`config.mk`:
```
export PLATFORM = sky130hd
export DESIGN_NAME = axi_lite_master
export DESIGN_NICKNAME = d
export VERILOG_FILES = /design/src/rtl/axi_lite_master.sv
export SDC_FILE = /design/constraint.sdc
export NUM_CORES = 1
export LEC_CHECK = 0
export CAP_MARGIN = 25
export CORE_UTILIZATION = 48
export CTS_CLUSTER_SIZE = 16
export DETAILED_ROUTE_END_ITERATION = 16
export GPL_TIMING_DRIVEN = 0
export PLACE_DENSITY = 0.86
export SYNTH_ARGS = -nofsm -noshare
export SYNTH_HDL_FRONTEND = slang
export SYNTH_SLANG_ARGS = --single-unit
```
`constraint.sdc`:
```
create_clock -name ACLK -period 5 [get_ports ACLK]
set_input_delay 0.5 -clock ACLK [delete_from_list [all_inputs] [get_ports ACLK]]
set_output_delay 0.5 -clock ACLK [all_outputs]
set_load 0.05 [all_outputs]
```
`src/rtl/axi_lite_master.sv`:
```
`default_nettype none
// ============================================================================
// Module      : axi_lite_master
// Description : Single-outstanding AXI4-Lite master. Takes one local command
//               (read or write), runs it on the AXI-Lite channels, measures
//               bus latency in clock cycles, and presents a local response.
// Revision    : 1.0 - initial release
// ============================================================================
module axi_lite_master #(
    parameter int ADDR_WIDTH = 32,
    parameter int DATA_WIDTH = 32,
    parameter int RESP_WIDTH = 2,
    parameter int LAT_WIDTH  = 16
) (
    input  logic                  ACLK,
    input  logic                  ARESET,

    // Local command interface
    input  logic                  CMD_VALID,
    output logic                  CMD_READY,
    input  logic                  CMD_RNW,
    input  logic [ADDR_WIDTH-1:0] CMD_ADDR,
    input  logic [DATA_WIDTH-1:0] CMD_WDATA,

    // Write address channel
    output logic                  AWVALID,
    output logic [ADDR_WIDTH-1:0] AWADDR,
    input  logic                  AWREADY,

    // Write data channel
    output logic                  WVALID,
    output logic [DATA_WIDTH-1:0] WDATA,
    input  logic                  WREADY,

    // Write response channel
    input  logic                  BVALID,
    input  logic [RESP_WIDTH-1:0] BRESP,
    output logic                  BREADY,

    // Read address channel
    output logic                  ARVALID,
    output logic [ADDR_WIDTH-1:0] ARADDR,
    input  logic                  ARREADY,

    // Read data channel
    input  logic                  RVALID,
    input  logic [DATA_WIDTH-1:0] RDATA,
    input  logic [RESP_WIDTH-1:0] RRESP,
    output logic                  RREADY,

    // Local response interface
    output logic                  RSP_VALID,
    input  logic                  RSP_READY,
    output logic                  RSP_RNW,
    output logic [DATA_WIDTH-1:0] RSP_RDATA,
    output logic [RESP_WIDTH-1:0] RSP_RESP,
    output logic [LAT_WIDTH-1:0]  RSP_LATENCY
);

    typedef enum logic [2:0] {
        IDLE    = 3'd0,
        WR_REQ  = 3'd1,
        WR_RESP = 3'd2,
        RD_REQ  = 3'd3,
        RD_DATA = 3'd4,
        DONE    = 3'd5
    } state_t;

    state_t               r_state;
    logic                 r_rnw;
    logic [LAT_WIDTH-1:0] r_lat_cnt;

    logic [LAT_WIDTH-1:0] w_lat_next;
    logic                 w_aw_done;
    logic                 w_w_done;

    // Saturating increment; also the value latched into RSP_LATENCY so the
    // cycle in which the final handshake happens is counted.
    always_comb begin
        w_lat_next = (r_lat_cnt == {LAT_WIDTH{1'b1}}) ? r_lat_cnt
                                                       : r_lat_cnt + LAT_WIDTH'(1);
        // A channel is finished when it already handshook or handshakes now.
        w_aw_done  = !AWVALID || AWREADY;
        w_w_done   = !WVALID  || WREADY;
    end

    // Transaction FSM with all outputs registered.
    always_ff @(posedge ACLK) begin
        if (ARESET) begin
            r_state     <= IDLE;
            r_rnw       <= 1'b0;
            r_lat_cnt   <= '0;
            CMD_READY   <= 1'b1;
            AWVALID     <= 1'b0;
            AWADDR      <= '0;
            WVALID      <= 1'b0;
            WDATA       <= '0;
            BREADY      <= 1'b0;
            ARVALID     <= 1'b0;
            ARADDR      <= '0;
            RREADY      <= 1'b0;
            RSP_VALID   <= 1'b0;
            RSP_RNW     <= 1'b0;
            RSP_RDATA   <= '0;
            RSP_RESP    <= '0;
            RSP_LATENCY <= '0;
        end else begin
            unique case (r_state)
                IDLE: begin
                    if (CMD_VALID && CMD_READY) begin
                        CMD_READY <= 1'b0;
                        r_rnw     <= CMD_RNW;
                        r_lat_cnt <= '0;
                        if (CMD_RNW) begin
                            ARVALID <= 1'b1;
                            ARADDR  <= CMD_ADDR;
                            r_state <= RD_REQ;
                        end else begin
                            AWVALID <= 1'b1;
                            AWADDR  <= CMD_ADDR;
                            WVALID  <= 1'b1;
                            WDATA   <= CMD_WDATA;
                            r_state <= WR_REQ;
                        end
                    end
                end

                WR_REQ: begin
                    r_lat_cnt <= w_lat_next;
                    // Each VALID drops independently on its own handshake.
                    if (AWVALID && AWREADY) begin
                        AWVALID <= 1'b0;
                    end
                    if (WVALID && WREADY) begin
                        WVALID <= 1'b0;
                    end
                    if (w_aw_done && w_w_done) begin
                        BREADY  <= 1'b1;
                        r_state <= WR_RESP;
                    end
                end

                WR_RESP: begin
                    r_lat_cnt <= w_lat_next;
                    if (BVALID && BREADY) begin
                        BREADY      <= 1'b0;
                        RSP_VALID   <= 1'b1;
                        RSP_RNW     <= r_rnw;
                        RSP_RDATA   <= '0;
                        RSP_RESP    <= BRESP;
                        RSP_LATENCY <= w_lat_next;
                        r_state     <= DONE;
                    end
                end

                RD_REQ: begin
                    r_lat_cnt <= w_lat_next;
                    if (ARVALID && ARREADY) begin
                        ARVALID <= 1'b0;
                        RREADY  <= 1'b1;
                        r_state <= RD_DATA;
                    end
                end

                RD_DATA: begin
                    r_lat_cnt <= w_lat_next;
                    if (RVALID && RREADY) begin
                        RREADY      <= 1'b0;
                        RSP_VALID   <= 1'b1;
                        RSP_RNW     <= r_rnw;
                        RSP_RDATA   <= RDATA;
                        RSP_RESP    <= RRESP;
                        RSP_LATENCY <= w_lat_next;
                        r_state     <= DONE;
                    end
                end

                DONE: begin
                    if (RSP_VALID && RSP_READY) begin
                        RSP_VALID <= 1'b0;
                        CMD_READY <= 1'b1;
                        r_state   <= IDLE;
                    end
                end

                default: begin
                    AWVALID   <= 1'b0;
                    WVALID    <= 1'b0;
                    BREADY    <= 1'b0;
                    ARVALID   <= 1'b0;
                    RREADY    <= 1'b0;
                    RSP_VALID <= 1'b0;
                    CMD_READY <= 1'b1;
                    r_state   <= IDLE;
                end
            endcase
        end
    end

endmodule
`default_nettype wire
```
==> run_results.csv, run 1 <==
group,metric,value,unit
outcome,status,"complete, no violations",
drt,drc,0,
synthesis,yosys.area_share.xor_xnor,0.491,%
job,cap_violations,0,
sta,setup_slack,2.58,ns
place,io_buffers,262,
synthesis,synthMuxAreaShare,0.719,%
synthesis,synthFlopType,"dfxtp_1",
setup_path,arrival,2.73,ns
worst_hold_path,hold_path_depth,2,
floorplanning,core_area,14500,µm²
clock_tree,cts_resized,0,
sta,period_share,48.5,%
global_routing,grt_use_total,30.4,%
clock_tree,cts_tree,"yes",
floorplanning,die_area,15300,µm²
drt,drt_first_pass_iters,6,
global_routing,grt_max_degree,17,
floorplanning,die_x,124,µm
place,dpl.hpwl,17.8,mm
drt,ant_nets,0,
synthesis,synthSimpleGateAreaFrac,23.2,%
worst_hold_path,hold_path_end,"RSP_RDATA[1]",
power_and_ir_drop,peakVddDrop,0.242,mV
setup_path,critPathKind,"primary input to flop",
floorplanning,initial_core_util,49.1,%
clock_tree,clock-root-buffer,"clkbuf_16",
synthesis,synth.distinct_cells,66,
clock_tree,cts_buffer_depth,2,
setup_path,slowest_delay,0.61,ns
synthesis,synth_edf_count,0,
global_routing,antenna_found_initial,0,
synthesis,synth_area,7130,µm²
sta,final_max_slew_viol_count,0,
clock_tree,cts_buffers,17,
sta,tns,0,ns
synthesis,yosysWarnings,0,
clock_tree,cts_sinks,174,
clock_tree,worstSkewPairLatency,0.43,ns
power_and_ir_drop,leakagePower,3.61,nW
sta,setup_viol,0,
setup_path,worstPathMaxFanout,10,
setup_path,r2r-start,"r_state[2]",
synthesis,syn-num-nets,995,
sta,finalHoldViolCount,0,
setup_path,crit_slowest_cell,"a21oi_1",
finish,fin_nets,1276,
drt,drt_iter0_markers,569,
synthesis,synth-seq-cells,174,
sta,fmax,413,MHz
synthesis,synth_top_family_by_area,"simple AND/OR/NAND/NOR gates",
synthesis,synthAdderAreaFrac,0.175,%
sta,period_minus_slack,2.42,ns
sta,rsz0062_at_grt,"false",
finish,antennaDiodeCount,0,
place,gp_congestion,0.950,
synthesis,syn-instance-count,884,
place,dp_slack,2.15,ns
setup_path,worst_ep_required_time,5.31,ns
drt,post_drt_wl_per_cell,17.7,µm
drt,drt-total-wl,24.1,mm
setup_path,end_kind,"flop",
clock_tree,path_clk_slew,0.06,ns
worst_hold_path,min-delay-start,"RSP_RDATA[1]",
global_routing,grt_pass1_vias,7028,
setup_path,regToRegEndpoint,"RSP_LATENCY[11]",
synthesis,synth_compound_area_share,19.7,%
worst_hold_path,worstHoldPathType,"flop to flop",
sta,maxSlewHeadroom,41.2,%
synthesis,syn_area_per_cell,8.07,µm²
clock_tree,postCtsSetupBuffers,0,
place,placed_area,9980,µm²
global_routing,overflow,0,
clock_tree,ctsHoldBuffers,0,
floorplanning,ios,264,
floorplanning,die_h,124,µm
setup_path,ff2ff_path_depth,6,
finish,area_growth,48.4,%
synthesis,yosysSeqAreaShare,48.9,%
synthesis,async_flop_share,0,%
drt,num_vias,7514,
finish,final_cell_area,10600,µm²
setup_path,cp-start-kind,"primary input",
clock_tree,htree_levels,4,
setup_path,crit_chain,"clkdlybuf4s50_1 -> nand4b_1 -> a21oi_1 -> clkbuf_1 -> buf_2 -> a31oi_1",
floorplanning,core.rowCount,44,
sta,worst_pin_slew,0.860,ns
power_and_ir_drop,p_per_area,425,nW/µm²
setup_path,reg2reg_slack,2.61,ns
global_routing,grt_pass1_wl,35.3,mm
sta,fin_worst_skew,0.0114,ns
finish,drive_above_1_share,6.88,%
drt,routed_via_density,5.52,
[how the worst max path moves through the flow]
| stage | from | cells after the start | slack [ns] | endpoint |
|---|---|---|---|---|
| 2_1_floorplan | r_lat_cnt[0] | 7 | 3.07 | r_lat_cnt[3] |
| 3_3_place_gp | RVALID | 6 | 2.10 | RSP_LATENCY[9] |
| 3_5_place_dp | RVALID | 6 | 2.15 | RSP_LATENCY[13] |
| 4_1_cts | RVALID | 6 | 2.59 | RSP_LATENCY[11] |
| 5_1_grt | RVALID | 6 | 2.51 | RSP_LATENCY[11] |
| 6_report | RVALID | 6 | 2.58 | RSP_LATENCY[11] |
[cells in the mapped netlist, types with 2 or more instances]
cell type  number  area [µm²]
clkbuf_1       38         143
or4_4           2        22.5
o41ai_1         2        17.5
buf_2          17        85.1
xnor2_1         3        26.3
dfxtp_1       174        3480
o22ai_1         3        18.8
inv_1          10        37.5
buf_6          17         191
o32ai_1         4        35.0
o21ai_0        26         130
or3_1           7        43.8
a41oi_1         3        26.3
mux2i_1         4        40.0
nor2_1          8        30.0
nand3_1        41         205
a311oi_1        3        26.3
nand2_1       253         950
a211oi_1        8        60.1
nand2b_1        6        37.5
and3_1         10        62.6
a211o_1         3        26.3
nor2b_1         3        18.8
nand4_1         7        43.8
a21oi_1       149         746
o31ai_1         2        15.0
and2_1          3        18.8
or2_2           2        12.5
buf_4           2        15.0
a31o_2          2        17.5
nand4b_1        2        17.5
a31oi_1        22         138
o21a_1          4        30.0
nor3_1          9        45.0
nor4_1          4        25.0
[registers in the layout (all words and copies together) (netlist names)]
register and count:
r_lat_cnt 16, ARVALID 1, RSP_LATENCY 16, RSP_VALID 1, WVALID 1, WDATA 32, r_state 3, RSP_RDATA 32
r_rnw 1, BREADY 1, ARADDR 32, RSP_RESP 2, AWVALID 1, RREADY 1, CMD_READY 1, RSP_RNW 1
AWADDR 32
[kinds of logic (layout without fill, tap and decap cells)]
logic type                 Yosys count  count (layout)
and+or+nand+nor                    369             369
buffers and inverters               86             379
AOI/OAI and AO/OA                  245             245
adders and majority gates            1               1
DFF                                174             174
muxes                                5               5
xor gates and xnor gates             4               4
[through the flow]
stage	utilization [%]	cells	power [mW]	hold WS, ns
final	72.8	1361	4.50	0.448
after global routing	72.8	1361	4.66	0.470
after CTS	72.8	1361	4.49	0.451
after detailed placement	68.7	1330	3.16	0.443
after global placement	68.7	1330	3.14	0.437
after floorplan	-	884	2.62	0.432
[layout make-up]
class                      instances  area [µm²]
buffer                            76         448
timing repair buffer             262        2620
sequential                       174        3480
tap                              184         230
clock buffer                      18         439
inverter                          10        37.5
multi-input combinational        624        3160
fill                            1149        3960
clock inverter                    13         156
[routing by layer]
layer  track usage (%)  wire length, µm  up-vias
met5                 0                0        -
met4              14.6              799        0
met3              8.47             2070       55
met2              54.1            12000      341
met1              33.2             9210     3503
li1                  -                -     3615
[layout by cell type (no fill, tap or decap), types with 8 or more instances in the layout]
master           synthesis  layout
a211oi_1                 8       8
a21oi_1                149     149
a31oi_1                 22      22
and3_1                  10      10
buf_2                   17      17
buf_6                   17      17
clkbuf_1                38      38
clkbuf_16                0      17
clkdlybuf4s50_1          0     262
dfxtp_1                174     174
inv_1                   10      10
nand2_1                253     253
nand3_1                 41      41
nor2_1                   8       8
nor3_1                   9       9
o21ai_0                 26      26
[where the power goes]
| part | leakage (nW) | internal, mW | switching [mW] | total [mW] |
|---|---|---|---|---|
| combinational | 1.93 | 0.523 | 1.02 | 1.54 |
| clock | 0.279 | 0.758 | 0.586 | 1.34 |
| sequential | 1.41 | 1.53 | 0.0899 | 1.61 |
| total | 3.61 | 2.81 | 1.69 | 4.50 |
[critical path, delay by kind of cell]
family | cells | cell delay, ns
AOI/OAI and AO/OA | 2 | 0.72
and+or+nand+nor | 1 | 0.13
buffers and inverters | 3 | 1.38
Note: power is estimated with default switching activity, not from simulation.
==> run 2: changes to the inputs <==
--- a/config.mk
+++ b/config.mk
@@ -6,11 +6,11 @@
 export NUM_CORES = 1
 export LEC_CHECK = 0
 export CAP_MARGIN = 25
-export CORE_UTILIZATION = 48
+export CORE_UTILIZATION = 45
 export CTS_CLUSTER_SIZE = 16
 export DETAILED_ROUTE_END_ITERATION = 16
 export GPL_TIMING_DRIVEN = 0
-export PLACE_DENSITY = 0.86
+export PLACE_DENSITY = 0.81
 export SYNTH_ARGS = -nofsm -noshare
 export SYNTH_HDL_FRONTEND = slang
 export SYNTH_SLANG_ARGS = --single-unit
==> constraint.sdc (replaced) <==
create_clock -name ACLK -period 2.4 [get_ports ACLK]
set_input_delay 0.24 -clock ACLK [delete_from_list [all_inputs] [get_ports ACLK]]
set_output_delay 0.24 -clock ACLK [all_outputs]
set_load 0.05 [all_outputs]
==> run 2 against run 1 <==
Net effect: clock-buffer cell count rose by 3; global-route usage fell by 1.5 points; sequential power rose by 110%; via count fell by 1.7%; combinational power rose by 110%; largest cell class unchanged; setup slack got worse by 2.4 ns; routed wire length fell by 0.79%; largest power group unchanged.
==> run_results.csv, run 2 (synthesized netlist as in run 1, its figures left out) <==
group,metric,value,unit
place,io_buffers,262,
drt,routed_via_density,5.33,
drt,drc,0,
finish,final_common_cell,"clkdlybuf4s50_1",
sta,period_minus_slack,2.21,ns
finish,area_growth,48.6,%
drt,drt-total-wl,23.9,mm
outcome,status,"complete, no violations",
drt,drt_first_pass_iters,5,
global_routing,grt_max_degree,17,
global_routing,antenna_found_initial,0,
place,dp_slack,-0.223,ns
place,dpl.hpwl,17.6,mm
power_and_ir_drop,p_per_area,874,nW/µm²
drt,drt_iter0_markers,426,
clock_tree,htree_levels,4,
floorplanning,initial_core_util,46.6,%
floorplanning,die_x,128,µm
setup_path,critPathKind,"flop to flop",
worst_hold_path,worstHoldPathType,"primary input to flop",
setup_path,arrival,2.51,ns
clock_tree,cts_buffers,17,
setup_path,cp-start-kind,"flop",
job,cap_violations,0,
drt,ant_nets,0,
sta,fin_worst_skew,0.00978,ns
sta,fmax,452,MHz
sta,period_share,92.2,%
setup_path,ff2ff_path_depth,6,
place,gp_congestion,0.926,
power_and_ir_drop,power,9.26,mW
floorplanning,core_area,15300,µm²
finish,drive_above_1_share,6.97,%
sta,maxSlewHeadroom,45.8,%
setup_path,critPathMostFrequentCell,"buf_2",
global_routing,overflow,0,
clock_tree,cts_tree,"yes",
global_routing,grt_pass1_vias,6824,
sta,finalHoldViolCount,0,
finish,final_cell_area,10600,µm²
drt,post_drt_wl_per_cell,17.2,µm
drt,num_vias,7389,
sta,final_max_slew_viol_count,0,
sta,setup_viol,0,
sta,rsz0062_at_grt,"false",
global_routing,grt_use_total,29.0,%
drt,top_layer_used,"met4",
setup_path,crit_chain,"buf_2 -> nand4b_1 -> a21oi_2 -> clkbuf_1 -> buf_2 -> a31oi_1",
clock_tree,clock-root-buffer,"clkbuf_16",
place,placed_area,10000,µm²
floorplanning,die_h,128,µm
floorplanning,die_area,16400,µm²
clock_tree,worstSkewPairLatency,0.43,ns
clock_tree,postCtsSetupBuffers,0,
sta,fin_hold_ws,0.363,ns
sta,worst_pin_slew,0.792,ns
finish,layout_common_cells,"clkdlybuf4s50_1 (262), nand2_1 (253), dfxtp_1 (172)",
power_and_ir_drop,peakVddDrop,0.560,mV
setup_path,end_kind,"flop",
finish,multi_input_area,3170,µm²
sta,setup_slack,0.187,ns
finish,fin_nets,1276,
global_routing,grt_pass1_wl,36.6,mm
floorplanning,ios,264,
finish,n_fill_cell,1297,
drt,wl_met2,11.8,mm
setup_path,worst_ep_required_time,2.70,ns
floorplanning,core.rowCount,45,
setup_path,worstPathMaxFanout,10,
clock_tree,cts_sinks,174,
finish,regArea,3490,µm²
power_and_ir_drop,leakagePower,3.62,nW
clock_tree,cts_buffer_depth,2,
clock_tree,path_clk_slew,0.06,ns
finish,antennaDiodeCount,0,
setup_path,slowest_delay,0.50,ns
drt,wl_met3,1.94,mm
worst_hold_path,hold_path_depth,3,
drt,drt-met1-wl,9.59,mm
setup_path,crit_slowest_cell,"clkbuf_1",
## run 2: cell count changes in the layout (fill, tap and decap cells not counted), moves of 2 or more
cell and delta:
dfxtp_1 -2, dfxtp_2 +2, inv_8 -2, clkinvlp_4 -3, clkinv_2 +2
## run 2: path summary, 6_finish.rpt
check	from	slack (ns)	end
hold reg to reg	RSP_RDATA[1]	0.45	RSP_RDATA[1]
hold / removal	CMD_WDATA[22]	0.36	WDATA[22]
setup / recovery	r_state[2]	0.19	RSP_LATENCY[11]
setup reg to reg	r_state[2]	0.19	RSP_LATENCY[11]
## run 2: stage by stage
stage | instances | utilization, % | setup TNS, ns
after floorplan | 884 | - | 0
after global placement | 1357 | 65.4 | -3.27
after detailed placement | 1357 | 65.4 | -2.68
after CTS | 1387 | 69.2 | 0
after global routing | 1387 | 69.2 | 0
final | 1387 | 69.2 | 0
## run 2: report_power, final
part           internal (mW)  switching (mW)  leakage [nW]
registers               3.18           0.175          1.41
clock network           1.58            1.13         0.279
logic                   1.09            2.11          1.93
## run 2: metal layers
layer	global-route usage, %	vias up
met2	50.6	302
met1	33.8	3422
met3	8.39	44
met4	9.90	0
met5	0	-
li1	-	3621
## run 2: critical path: cells and delay by family, from the launching register on
kind / cells / cell delay (ns)
compound gates: 2 / 0.51
buf+inv: 3 / 1.03
simple gates: 1 / 0.23
flops: 1 / 0.31
## run 2: repair_timing
item / in CTS / in global routing
hold buffers: 0 / 0
pin swaps: 0 / 0
resized for setup: 1 / 4
endpoints found under the setup margin: 10 / 4
endpoints found under the hold margin: 0 / 0
## run 2: area by class of cell
cell class                 count  area share, %
sequential                   174           32.9
multi-input combinational    624           29.9
timing repair buffer         262           24.7
clock buffer                  21           4.34
buffer                        76           4.24
tap                          211           2.49
clock inverter                 9           1.06
inverter                      10          0.354
